==> src/rtl/hpt_axis_pkg.sv <==
// -----------------------------------------------------------------------------
// hpt_axis_pkg
// Shared definitions for the HPT-axis blocks (normal raise cycle and the
// hyperthyroid suppression cycle): state encodings, body-state/response codes
// and the 10-bit one-hot image selects consumed by the display/mux logic.
// No ports (package).
// -----------------------------------------------------------------------------
package hpt_axis_pkg;

    // Suppression-cycle states. Codes 6 and 7 are unused and recover to NORMAL.
    typedef enum logic [2:0] {
        ST_NORMAL       = 3'd0,
        ST_TRIGGERED    = 3'd1,
        ST_INHIBIT_HYPO = 3'd2,
        ST_INHIBIT_PIT  = 3'd3,
        ST_INHIBIT_THY  = 3'd4,
        ST_REESTABLISH  = 3'd5
    } state_e;

    // Body-state / response codes, shared by both cycle directions.
    typedef enum logic [1:0] {
        RESP_HEALTHY = 2'b00,
        RESP_LOW     = 2'b01,
        RESP_HIGH    = 2'b10
    } resp_e;

    // Image selects. Slots 1..4 belong to the normal (raise) cycle.
    localparam logic [9:0] IMG_NORMAL       = 10'b00_0000_0001;
    localparam logic [9:0] IMG_RAISE_1      = 10'b00_0000_0010;
    localparam logic [9:0] IMG_RAISE_2      = 10'b00_0000_0100;
    localparam logic [9:0] IMG_RAISE_3      = 10'b00_0000_1000;
    localparam logic [9:0] IMG_RAISE_4      = 10'b00_0001_0000;
    localparam logic [9:0] IMG_REESTABLISH  = 10'b00_0010_0000;
    localparam logic [9:0] IMG_TRIGGERED    = 10'b00_0100_0000;
    localparam logic [9:0] IMG_INHIBIT_HYPO = 10'b00_1000_0000;
    localparam logic [9:0] IMG_INHIBIT_PIT  = 10'b01_0000_0000;
    localparam logic [9:0] IMG_INHIBIT_THY  = 10'b10_0000_0000;

    function automatic logic [9:0] image_of(state_e s);
        case (s)
            ST_TRIGGERED:    return IMG_TRIGGERED;
            ST_INHIBIT_HYPO: return IMG_INHIBIT_HYPO;
            ST_INHIBIT_PIT:  return IMG_INHIBIT_PIT;
            ST_INHIBIT_THY:  return IMG_INHIBIT_THY;
            ST_REESTABLISH:  return IMG_REESTABLISH;
            default:         return IMG_NORMAL;
        endcase
    endfunction

    // Response reads healthy only at rest and while re-establishing.
    function automatic resp_e response_of(state_e s);
        if (s == ST_NORMAL || s == ST_REESTABLISH) begin
            return RESP_HEALTHY;
        end
        return RESP_HIGH;
    endfunction

endpackage

==> src/rtl/hpt_level_decay.sv <==
// -----------------------------------------------------------------------------
// hpt_level_decay
// T3/T4 level register with a tick divider. The level is loaded high when a
// suppression cycle starts, held at baseline at rest, and decays by DECAY_STEP
// every TICK_DIV cycles while decay_en is high, saturating at NORMAL_LEVEL.
// Ports:
//   clk           in   system clock, rising edge
//   resetn        in   asynchronous active-low reset
//   load          in   load HIGH_LEVEL (highest priority)
//   hold_baseline in   force NORMAL_LEVEL
//   decay_en      in   run the tick divider and decay on wrap
//   level         out  current level, LEVEL_W bits
// -----------------------------------------------------------------------------
module hpt_level_decay
    import hpt_axis_pkg::*;
#(
    parameter int LEVEL_W      = 8,
    parameter int NORMAL_LEVEL = 128,
    parameter int HIGH_LEVEL   = 192,
    parameter int DECAY_STEP   = 16,
    parameter int TICK_DIV     = 4
) (
    input  logic               clk,
    input  logic               resetn,
    input  logic               load,
    input  logic               hold_baseline,
    input  logic               decay_en,
    output logic [LEVEL_W-1:0] level
);

    localparam int TICK_W = (TICK_DIV > 1) ? $clog2(TICK_DIV) : 1;

    localparam logic [TICK_W-1:0]  TICK_LAST = TICK_W'(TICK_DIV - 1);
    localparam logic [LEVEL_W-1:0] NORMAL_L  = LEVEL_W'(NORMAL_LEVEL);
    localparam logic [LEVEL_W-1:0] HIGH_L    = LEVEL_W'(HIGH_LEVEL);
    localparam logic [LEVEL_W-1:0] STEP_L    = LEVEL_W'(DECAY_STEP);

    logic [TICK_W-1:0]  tick_q, tick_d;
    logic [LEVEL_W-1:0] level_q, level_d;

    always_comb begin
        // NOTE: every always_comb output gets a default first so no path can
        // leave it unassigned and infer a latch.
        tick_d  = '0;
        level_d = level_q;
        if (load) begin
            level_d = HIGH_L;
        end else if (hold_baseline) begin
            level_d = NORMAL_L;
        end else if (decay_en) begin
            if (tick_q == TICK_LAST) begin
                // Only subtract when the result stays strictly above the floor;
                // otherwise clamp, so the unsigned subtraction never wraps.
                if (level_q > NORMAL_L && (level_q - NORMAL_L) > STEP_L) begin
                    level_d = level_q - STEP_L;
                end else begin
                    level_d = NORMAL_L;
                end
            end else begin
                tick_d = tick_q + TICK_W'(1);
            end
        end
    end

    always_ff @(posedge clk or negedge resetn) begin
        // NOTE: state registers use non-blocking assignment so every flop
        // samples the pre-edge values regardless of statement order.
        if (!resetn) begin
            tick_q  <= '0;
            level_q <= NORMAL_L;
        end else begin
            tick_q  <= tick_d;
            level_q <= level_d;
        end
    end

    assign level = level_q;

endmodule

==> src/rtl/hpt_axis_suppress.sv <==
// -----------------------------------------------------------------------------
// hpt_axis_suppress
// Hyperthyroid (high body-state) HPT-axis cycle: a trigger in NORMAL loads a
// high T3/T4 level, then TRH, TSH and finally the thyroid level are suppressed
// in turn until the level decays back to baseline. Flags, response and image
// are registered from the current state and so lag it by one cycle.
// Optional build macro: HPT_SUPPRESS_TIMEOUT_EN adds a dwell watchdog on the
// INHIBIT_* states that forces REESTABLISH and sets a sticky fault.
// Ports:
//   clk        in   system clock, rising edge
//   resetn     in   asynchronous active-low reset
//   trigger    in   starts a cycle when sampled in NORMAL
//   data_high  out  {state[2:0], response[1:0], TRH_sup, TSH_sup, T4_high}
//   image_high out  one-hot image select (10 bits)
//   level      out  current T3/T4 level (LEVEL_W bits)
//   fault      out  sticky watchdog flag (0 when the watchdog is compiled out)
// -----------------------------------------------------------------------------
module hpt_axis_suppress
    import hpt_axis_pkg::*;
#(
    parameter int LEVEL_W      = 8,
    parameter int NORMAL_LEVEL = 128,
    parameter int HIGH_LEVEL   = 192,
    parameter int DECAY_STEP   = 16,
    parameter int TICK_DIV     = 4,
    parameter int TIMEOUT      = 64
) (
    input  logic               clk,
    input  logic               resetn,
    input  logic               trigger,
    output logic [7:0]         data_high,
    output logic [9:0]         image_high,
    output logic [LEVEL_W-1:0] level,
    output logic               fault
);

    localparam logic [LEVEL_W-1:0] NORMAL_L = LEVEL_W'(NORMAL_LEVEL);

    state_e     state_q, state_d;
    resp_e      body_q, body_d;
    resp_e      resp_q, resp_d;
    logic [9:0] image_q, image_d;
    logic       trh_q, trh_d;
    logic       tsh_q, tsh_d;
    logic       t4_q, t4_d;
    logic       timeout_hit;

    // ---------------------------------------------------------------- FSM ----
    always_comb begin
        state_d = state_q;
        case (state_q)
            ST_NORMAL:       if (trigger)               state_d = ST_TRIGGERED;
            ST_TRIGGERED:    if (body_q == RESP_HIGH)   state_d = ST_INHIBIT_HYPO;
            ST_INHIBIT_HYPO: if (trh_q)                 state_d = ST_INHIBIT_PIT;
            ST_INHIBIT_PIT:  if (tsh_q)                 state_d = ST_INHIBIT_THY;
            ST_INHIBIT_THY:  if (level == NORMAL_L)     state_d = ST_REESTABLISH;
            ST_REESTABLISH:  if (!trh_q && !tsh_q)      state_d = ST_NORMAL;
            default:                                    state_d = ST_NORMAL;
        endcase
        if (timeout_hit) begin
            state_d = ST_REESTABLISH;
        end
    end

    // Datapath flags follow the current state, one cycle behind it.
    always_comb begin
        body_d  = RESP_HEALTHY;
        trh_d   = 1'b0;
        tsh_d   = 1'b0;
        t4_d    = 1'b0;
        resp_d  = response_of(state_q);
        image_d = image_of(state_q);
        case (state_q)
            ST_TRIGGERED: begin
                body_d = RESP_HIGH;
                t4_d   = 1'b1;
            end
            ST_INHIBIT_HYPO: begin
                body_d = RESP_HIGH;
                trh_d  = 1'b1;
                t4_d   = 1'b1;
            end
            ST_INHIBIT_PIT: begin
                body_d = RESP_HIGH;
                trh_d  = 1'b1;
                tsh_d  = 1'b1;
                t4_d   = 1'b1;
            end
            ST_INHIBIT_THY: begin
                body_d = RESP_HIGH;
                trh_d  = 1'b1;
                tsh_d  = 1'b1;
                t4_d   = (level > NORMAL_L);
            end
            default: ;
        endcase
    end

    always_ff @(posedge clk or negedge resetn) begin
        if (!resetn) begin
            state_q <= ST_NORMAL;
            body_q  <= RESP_HEALTHY;
            resp_q  <= RESP_HEALTHY;
            image_q <= IMG_NORMAL;
            trh_q   <= 1'b0;
            tsh_q   <= 1'b0;
            t4_q    <= 1'b0;
        end else begin
            state_q <= state_d;
            body_q  <= body_d;
            resp_q  <= resp_d;
            image_q <= image_d;
            trh_q   <= trh_d;
            tsh_q   <= tsh_d;
            t4_q    <= t4_d;
        end
    end

    // ------------------------------------------------------ level register ----
    hpt_level_decay #(
        .LEVEL_W      (LEVEL_W),
        .NORMAL_LEVEL (NORMAL_LEVEL),
        .HIGH_LEVEL   (HIGH_LEVEL),
        .DECAY_STEP   (DECAY_STEP),
        .TICK_DIV     (TICK_DIV)
    ) u_level_decay (
        .clk           (clk),
        .resetn        (resetn),
        .load          ((state_q == ST_NORMAL) && trigger),
        .hold_baseline (state_q == ST_NORMAL),
        .decay_en      (state_q == ST_INHIBIT_THY),
        .level         (level)
    );

    // ------------------------------------------------------------ watchdog ----
`ifdef HPT_SUPPRESS_TIMEOUT_EN
    localparam int DWELL_W = $clog2(TIMEOUT + 1);

    logic [DWELL_W-1:0] dwell_q, dwell_d;
    logic               fault_q, fault_d;
    logic               in_inhibit;

    // dwell_q counts edges already spent in the current INHIBIT_* state; it
    // never exceeds TIMEOUT because reaching it forces a state change.
    always_comb begin
        in_inhibit  = state_q inside {ST_INHIBIT_HYPO, ST_INHIBIT_PIT, ST_INHIBIT_THY};
        timeout_hit = in_inhibit && (dwell_q >= DWELL_W'(TIMEOUT));
        fault_d     = fault_q | timeout_hit;
    end

    always_comb begin
        dwell_d = '0;
        if (in_inhibit && state_d == state_q) begin
            dwell_d = dwell_q + DWELL_W'(1);
        end
    end

    always_ff @(posedge clk or negedge resetn) begin
        if (!resetn) begin
            dwell_q <= '0;
            fault_q <= 1'b0;
        end else begin
            dwell_q <= dwell_d;
            fault_q <= fault_d;
        end
    end

    assign fault = fault_q;
`else
    // Watchdog compiled out: TIMEOUT is only referenced to keep it visible.
    logic unused_timeout;
    assign unused_timeout = |TIMEOUT;
    assign timeout_hit    = 1'b0;
    assign fault          = 1'b0;
`endif

    assign data_high  = {state_q, resp_q, trh_q, tsh_q, t4_q};
    assign image_high = image_q;

endmodule

==> config.mk <==
export PLATFORM = sky130hd
export DESIGN_NAME = hpt_axis_suppress
export DESIGN_NICKNAME = d
export VERILOG_FILES = /design/src/rtl/hpt_axis_pkg.sv /design/src/rtl/hpt_level_decay.sv /design/src/rtl/hpt_axis_suppress.sv
export SDC_FILE = /design/constraint.sdc
export NUM_CORES = 1
export LEC_CHECK = 0
export CORE_MARGIN = 3
export CORE_UTILIZATION = 30
export CTS_BUF_LIST = sky130_fd_sc_hd__clkbuf_16
export DETAILED_ROUTE_END_ITERATION = 10
export PLACE_DENSITY = 0.53
export SYNTH_ARGS = -nofsm -noshare
export SYNTH_HDL_FRONTEND = slang
export SYNTH_SLANG_ARGS = --single-unit
==> constraint.sdc <==
create_clock -name clk -period 1.8 [get_ports clk]
set_clock_uncertainty 0.1 [all_clocks]
set_input_delay 0.36 -clock clk [delete_from_list [all_inputs] [get_ports clk]]
set_output_delay 0.36 -clock clk [all_outputs]
set_load 0.1 [all_outputs]
# Yosys cells after proc, flatten, opt, wreduce, memory -nomap -nowiden
# Index checks and enable logic that the tools add are counted.
# op_classes
mux	24
n_reduce_logical	15
order_cmp	2
n_eq_ne	14
n_addsub	3
# ops
op	count
10-bit case mux with 5 select lines	1
8-bit two-way mux	5
3-bit two-way mux	6
3-bit case mux with 6 select lines	1
2-bit two-way mux	7
2-bit inequality test, second input constant	6
8-bit == test, second input constant	1
8-bit by 5-bit > comparator with 1-bit output, second input constant	1
8-bit > comparator, second input constant	1
8-bit by 5-bit subtractor with 8-bit output, second input constant	1
8-bit subtractor, second input constant	1
3-bit by 2-bit == test with 1-bit output, second input constant	2
3-bit == test, second input constant	2
6-bit AND reduction	1
3-bit nonzero test	2
3-bit OR reduction	2
2-bit == test, second input constant	2
4-bit OR reduction	1
3-bit by 1-bit == test with 1-bit output, second input constant	1
1-bit logical AND	3
3-bit logical NOT	1
1-bit two-way mux	3
2-bit by 1-bit adder with 2-bit output, second input constant	1
1-bit logical NOT	2
other kinds (4)	4
# word_totals
out_inout_bits	27
wordCells	67
regBits	30

# Logic depth before layout (Yosys ltp)
# Gate-level depths: netlist of run 1.
# logic_depth
depth_word	8
depth_mapped	6
depth_no_buf	6

# By module
# From an unflattened synthesis of run 1, not the netlist that was laid out.
# unflattened
hier_cells	111
area_unflattened_um2	1074.8
# by_module_without_submodules
mod	cells_per_inst	seq_area_each_um2	area_each_um2	n_inst
hpt_axis_suppress	74	351.6	715.7	1
hpt_level_decay	37	151.4	359.1	1

# Worst setup path before layout of run 1
# No wires, ideal clock.
# synth_path
kind	reg-to-reg
start	register u_level_decay.level_q[4] (netlist: u_level_decay.level[4])
end	register u_level_decay.level_q[7] (netlist: u_level_decay.level[7])
required_time_ps	1619
synth_period_minus_slack_ps	2127
arrival_ps	1946
stages_incl_launch_ff	7
path_slack_ps	-327
cell_sequence	dfrtp_1 > inv_1 > ha_1 > nand2b_1 > nand3_2 > or2_4 > a2bb2oi_1
# synth_via
elab_chain_cells	8
# synth_lines
item	line_no	source
from (decl)	hpt_level_decay.sv:39	logic [LEVEL_W-1:0] level_q, level_d;
from (signal assigned)	hpt_level_decay.sv:73	level_q <= level_d;
8-bit subtractor	hpt_level_decay.sv:54	if (level_q > NORMAL_L && (level_q - NORMAL_L) > STEP_L) begin
8-bit by 5-bit > comparator with 1-bit output	hpt_level_decay.sv:54	
1-bit logical AND	hpt_level_decay.sv:54	
8-bit two-way mux (*)	hpt_level_decay.sv:54	
8-bit two-way mux (*)	hpt_level_decay.sv:51	if (tick_q == TICK_LAST) begin
8-bit two-way mux (*)	hpt_level_decay.sv:50	end else if (decay_en) begin
8-bit two-way mux (*)	hpt_level_decay.sv:48	end else if (hold_baseline) begin
8-bit two-way mux (*)	hpt_level_decay.sv:46	if (load) begin
# Mark *: on every way between the ends. The rest lies on a longest branch, timed or not. The select of a mux whose other input is x is not followed.
# A chain may end at the register's enable or synchronous reset.

# Worst setup path after layout of run 1
# layout_path
start	register u_level_decay.level_q[4] (netlist: u_level_decay.level[4])
end	register state_q[0]
# layout_via
elab_chain_cells	3
# layout_lines
item	line_no	source
8-bit == test	hpt_axis_suppress.sv:56	ST_INHIBIT_THY: if (level == NORMAL_L) state_d = ST_REESTABLISH;
2-bit inequality test (no line)	-	
6-bit AND reduction (no line)	-	
to (signal assigned)	hpt_axis_suppress.sv:109	state_q <= state_d;
to (decl)	hpt_axis_suppress.sv:39	state_e state_q, state_d;
# No other way between the ends.

==> run metrics, run 1 <==
maximum buffer depth of the clock tree 2; Post-synth EDFFs 0; global route overflow 0; Synth Flop Type dfrtp_1; CTS Sinks 20; Post-synth ARST share 1.00; number of fillers in the final layout about 300; Mapped Area 0.00102 mm²; Finished Cell Area about 0.0015 mm²; Seq/Total Area, Yosys 0.493; Place WS 0.254 ns; Yosys cell types 33; Clk Latency, worst-skew pair 0.25 ns; HPWL after DPL roughly 1500 µm; reg2reg end state_q[0]$_DFFE_PN0P_; Worst-path clk slew 0.06 ns; Data required, critical path about 1.8 ns; CTS H-tree depth 1; Hold WC Path Type input port to async pin; Area growth, synth to finish 45.9%; final wirelength roughly 1900 µm; vias in the first global route 663; initial drt markers 40; Initial Util 0.323; nets@finish 126; via count 701; Port Buffers 19; mean post-synth cell area 10.3 µm²; Mapped Cells 99; Final Hold Vio Count 0; DR WL/cell 11.9 µm; share of layout cells above drive strength 1 0.314; GRT Total Usage 0.0969; Post-CTS Resized 0; cts hold-fix bufs 0; die area a little over 0.004 mm²; Remaining DRCs 0; Yosys warnings 0; run status finished clean; crit path DAT about 1.6 ns; Worst R2R Setup Slack 0.26 ns; Tcrit/Tclk final 0.856; CP Launch Type flop; core area about 0.0032 mm²; I/O pin count 30; maxcap violations 0; max-slew violations 0; r2r startpoint u_level_decay.level[4]$_DFFE_PN0P_; crit path max fanout 6; Die X 64.3 µm; Clock Tree Root clkbuf_16; Cell Rows 20; maximum number of pins on one net before global-route repair 21; Final ANT Viol Nets 0; #FFs+latches synth 20; clock tree from TritonCTS yes; Setup-failing EPs final 0; antenna cells 0; setup slack after layout 0.259 ns; Crit. End Element flop; Via density between 4 and 5; WS Path Type flop to flop; Fmax between 600 and 700 MHz; placed inst area 0.00138 mm²; Num CTS Buffers 3; Reg2Reg Depth 6; Tmin final 1.54 ns; Setup Buffers After CTS 0; first-pass GRT wire length between 3000 and 4000 µm; TritonRoute pass-1 iters 4; Die H 64.3 µm; global placement routability congestion 0.792; RSZ-0062 raised after global routing no; initial antenna violation count 0
## cells in the final DEF (no fill, tap or decap), types with 2 or more instances in the layout
cell type,instances
and2_1,2
buf_12,17
buf_4,3
clkbuf_16,3
clkdlybuf4s50_1,2
conb_1,10
dfrtp_1,13
dfrtp_2,5
dfstp_2,2
ha_1,4
inv_1,3
nand2_1,7
nand2b_1,7
nor2_1,8
nor3_1,2
o21ai_0,6
o21ai_2,2
or2_1,2
xnor2_1,2
## Yosys cell counts (all sizes together) (2+ instances only)
| library cell | n | share of area |
|---|---|---|
| or2 | 3 | 0.021 |
| nor3 | 2 | 0.0098 |
| nand2 | 7 | 0.026 |
| xnor2 | 2 | 0.017 |
| buf | 16 | 0.11 |
| nand2b | 7 | 0.043 |
| dfrtp | 18 | 0.44 |
| inv | 4 | 0.015 |
| o21ai | 8 | 0.047 |
| dfstp | 2 | 0.052 |
| ha | 4 | 0.049 |
| nor2 | 8 | 0.029 |
| nand3 | 2 | 0.015 |
| and2 | 2 | 0.012 |
## cell type report
| class | count | area (µm²) | area share |
|---|---|---|---|
| Clock buffer | 3 | 75.1 | 0.0505 |
| Clock inverter | 1 | 30.0 | 0.0202 |
| Inverter | 4 | 15.0 | 0.0101 |
| Multi-Input combinational cell | 68 | 420 | 0.283 |
| Sequential cell | 20 | 509 | 0.342 |
| Tap cell | 44 | 55.1 | 0.0370 |
| Timing Repair Buffer | 22 | 383 | 0.257 |
## worst max-delay path, cell delays in order (launching register included)
cell and delay [ns]:
dfrtp_2 0.45, inv_1 0.10, ha_1 0.17, nand3b_1 0.08, a32oi_1 0.21, a31oi_1 0.11
a41o_1 0.21
## logic make-up after synthesis
kind of cell,Yosys count,synth area share
other cells,1,0.00368
flops,20,0.493
buf+inv,20,0.128
xor+xnor,2,0.0172
compound gates,16,0.108
simple gates,36,0.201
fa+ha+maj,4,0.0491
## stage by stage
stage,util,hold WS [ns],cells,setup TNS (ns)
final,0.472,0.341,162,0
after global routing,0.472,0.364,162,0
after CTS,0.472,0.347,162,0
after detailed placement,0.438,0.337,158,0
after global placement,0.438,0.332,158,0
after floorplan,-,-0.0356,108,-0.0278
## routing by layer
metal,track usage,part of all wire,up-vias
li1,-,-,341
met1,0.120,0.44,338
met2,0.155,0.50,22
met3,0.0264,0.057,0
met4,0.0475,0,0
met5,0,0,-
## worst max path at each step
| stage | from | end | slack (ns) | cells after the start |
|---|---|---|---|---|
| after floorplan | u_level_decay.level[6]$_DFFE_PN0P_ | u_level_decay.level[7]$_DFFE_PN1P_ | -0.03 | 4 |
| after global placement | trigger | state_q[0]$_DFFE_PN0P_ | 0.27 | 5 |
| after detailed placement | trigger | state_q[0]$_DFFE_PN0P_ | 0.25 | 5 |
| after CTS | u_level_decay.level[4]$_DFFE_PN0P_ | state_q[0]$_DFFE_PN0P_ | 0.24 | 6 |
| after global routing | u_level_decay.level[4]$_DFFE_PN0P_ | state_q[0]$_DFFE_PN0P_ | 0.13 | 6 |
| final | u_level_decay.level[4]$_DFFE_PN0P_ | state_q[0]$_DFFE_PN0P_ | 0.26 | 6 |
## state kept, by name, summed over array words and instances (netlist names)
register              flops
body_q                    1
image_high                6
resp_q                    1
state_q                   3
t4_q                      1
trh_q                     1
tsh_q                     1
u_level_decay.level       4
u_level_decay.tick_q      2
Power of run 1 is left out: the tool's default activity adds up to more than one toggle a clock period on the data nets, which glitch-free logic cannot reach.
==> inputs of run 2 (changes only) <==
--- a/config.mk
+++ b/config.mk
@@ -10,6 +10,7 @@
 export CTS_BUF_LIST = sky130_fd_sc_hd__clkbuf_16
 export DETAILED_ROUTE_END_ITERATION = 10
 export PLACE_DENSITY = 0.53
+export SKIP_LAST_GASP = 1
 export SYNTH_ARGS = -nofsm -noshare
 export SYNTH_HDL_FRONTEND = slang
 export SYNTH_SLANG_ARGS = --single-unit
==> results of run 2 <==
The final DEF is identical to that of run 1; final timing and power are the same.
Power of run 2 is left out for the same reason.
==> inputs of run 3 (changes only) <==
--- a/config.mk
+++ b/config.mk
@@ -5,12 +5,14 @@
 export SDC_FILE = /design/constraint.sdc
 export NUM_CORES = 1
 export LEC_CHECK = 0
+export CAP_MARGIN = 20
 export CORE_MARGIN = 3
 export CORE_UTILIZATION = 30
 export CTS_BUF_LIST = sky130_fd_sc_hd__clkbuf_16
 export DETAILED_ROUTE_END_ITERATION = 10
 export PLACE_DENSITY = 0.53
 export SKIP_LAST_GASP = 1
+export SLEW_MARGIN = 30
 export SYNTH_ARGS = -nofsm -noshare
 export SYNTH_HDL_FRONTEND = slang
 export SYNTH_SLANG_ARGS = --single-unit
==> constraint.sdc (replaced) <==
create_clock -name clk -period 1.9 [get_ports clk]
set_clock_uncertainty 0.1 [all_clocks]
set_input_delay 0.38 -clock clk [delete_from_list [all_inputs] [get_ports clk]]
set_output_delay 0.38 -clock clk [all_outputs]
set_load 0.1 [all_outputs]
==> run metrics, run 3 (same netlist as run 1, synthesis figures left out) <==
run status finished clean (unchanged); Final ANT Viol Nets 0 (unchanged); antenna cells 0 (unchanged); Via density 4.30 (was 4.33); Layout Utilization 0.463 (was 0.472); max-slew violations 0 (unchanged); initial antenna violation count 0 (unchanged); Die H 64.3 µm (unchanged); max reg flops 6 (unchanged); crit path DAT 1.63 ns (was 1.58 ns); crit path max fanout 13 (was 6); most frequent cells in the layout 17 x buf_12, 13 x dfrtp_1, 10 x conb_1 (unchanged); CTS Sinks 20 (unchanged); Num CTS Buffers 3 (unchanged); maxcap violations 0 (unchanged); Post-CTS Resized 0 (unchanged); Tcrit/Tclk final 0.812 (was 0.856); setup slack after layout 0.357 ns (was 0.259 ns); maximum number of pins on one net before global-route repair 21 (unchanged); Place WS 0.365 ns (was 0.254 ns); via count 697 (was 701); cts hold-fix bufs 0 (unchanged); CP peak stage delay 0.51 ns (was 0.45 ns); global route overflow 0 (unchanged); nets@finish 126 (unchanged); global placement routability congestion 0.763 (was 0.792); Crit. End Element flop (unchanged); HPWL after DPL 1390 µm (was 1460 µm); die area 0.00413 mm² (unchanged); commonest non-fill, non-tap cell in the layout buf_12 (unchanged); RSZ-0062 raised after global routing no (unchanged); Cell Rows 20 (unchanged); share of layout cells above drive strength 1 0.305 (was 0.314); Clk Latency, worst-skew pair 0.25 ns (about the same); initial drt markers 18 (was 40); Port Buffers 19 (unchanged); Worst R2R Setup Slack 0.36 ns (was 0.26 ns); worst path cell trace nor3b_4, nand3_2, or2_4, a2bb2oi_1 (was inv_1, ha_1, nand3b_1, a32oi_1, a31oi_1, a41o_1); Data required, critical path 1.98 ns (was 1.84 ns); Clock Tree Root clkbuf_16 (unchanged); CP Launch Type flop (unchanged); maximum buffer depth of the clock tree 2 (unchanged); Area growth, synth to finish 43.3% (was 45.9%); GRT Total Usage 0.0937 (was 0.0969); vias in the first global route 630 (was 663); CP max-delay cell dfrtp_2 (unchanged); DR WL/cell 11.1 µm (was 11.9 µm); number of fillers in the final layout 296 (was 298); Tmin final 1.54 ns (about the same); first-pass GRT wire length 2960 µm (was 3110 µm); core area 0.00315 mm² (unchanged); TritonRoute pass-1 iters 4 (unchanged); WS Path Type flop to flop (unchanged); Setup Buffers After CTS 0 (unchanged); Final Hold Vio Count 0 (unchanged); Die X 64.3 µm (unchanged); I/O pin count 30 (unchanged); CTS H-tree depth 1 (unchanged); Hold WC Path Type flop to flop (was input port to async pin); Fmax 648 MHz (was 649 MHz); Worst-path clk slew 0.06 ns (about the same); Setup-failing EPs final 0 (unchanged); Initial Util 0.323 (unchanged); final wirelength 1790 µm (was 1930 µm); clock tree from TritonCTS yes (unchanged); Remaining DRCs 0 (unchanged); TNS Setup 0 ns (unchanged)
## run 3: final cells by class
| cell class | count | area (µm²) | area share |
|---|---|---|---|
| Clock buffer | 3 | 75.1 | 0.0514 |
| Clock inverter | 1 | 3.75 | 0.00257 |
| Inverter | 4 | 15.0 | 0.0103 |
| Multi-Input combinational cell | 68 | 420 | 0.288 |
| Sequential cell | 20 | 509 | 0.348 |
| Tap cell | 44 | 55.1 | 0.0377 |
| Timing Repair Buffer | 22 | 383 | 0.262 |
## run 3: routing by layer
| metal | global-route usage | share of wire | vias to the layer above |
|---|---|---|---|
| met5 | 0 | 0 | - |
| met4 | 0.0554 | 0.025 | 0 |
| met3 | 0.0228 | 0.049 | 4 |
| met2 | 0.138 | 0.47 | 22 |
| met1 | 0.124 | 0.45 | 332 |
| li1 | - | - | 339 |
## run 3: final timing paths
| check | cells past startpoint | from | endpoint |
|---|---|---|---|
| max | 4 | state_q[0]$_DFFE_PN0P_ | u_level_decay.level[7]$_DFFE_PN1P_ |
| min | 1 | u_level_decay.tick_q[0]$_DFF_PN0_ | u_level_decay.tick_q[0]$_DFF_PN0_ |
| max reg2reg | 4 | state_q[0]$_DFFE_PN0P_ | u_level_decay.level[7]$_DFFE_PN1P_ |
| min reg2reg | 1 | u_level_decay.tick_q[0]$_DFF_PN0_ | u_level_decay.tick_q[0]$_DFF_PN0_ |
| max in group asynchronous | 2 | resetn | image_high[0]$_DFF_PN1_ |
| min in group asynchronous | 2 | resetn | u_level_decay.level[6]$_DFFE_PN0P_ |
## run 3: worst max-delay path: cells and delay by family (launching register included)
kind,cells,cell delay (ns)
AOI/OAI and AO/OA,1,0.15
DFF,1,0.51
and+or+nand+nor,3,0.72
## run 3: metrics by stage
stage	hold slack, ns	cell area [µm²]	instances
floorplan	-0.0156	1060	108
global placement	0.332	1380	158
detailed placement	0.339	1380	158
CTS	0.344	1460	162
global route	0.356	1460	162
finish	0.342	1460	162
Power of run 3 is left out for the same reason.
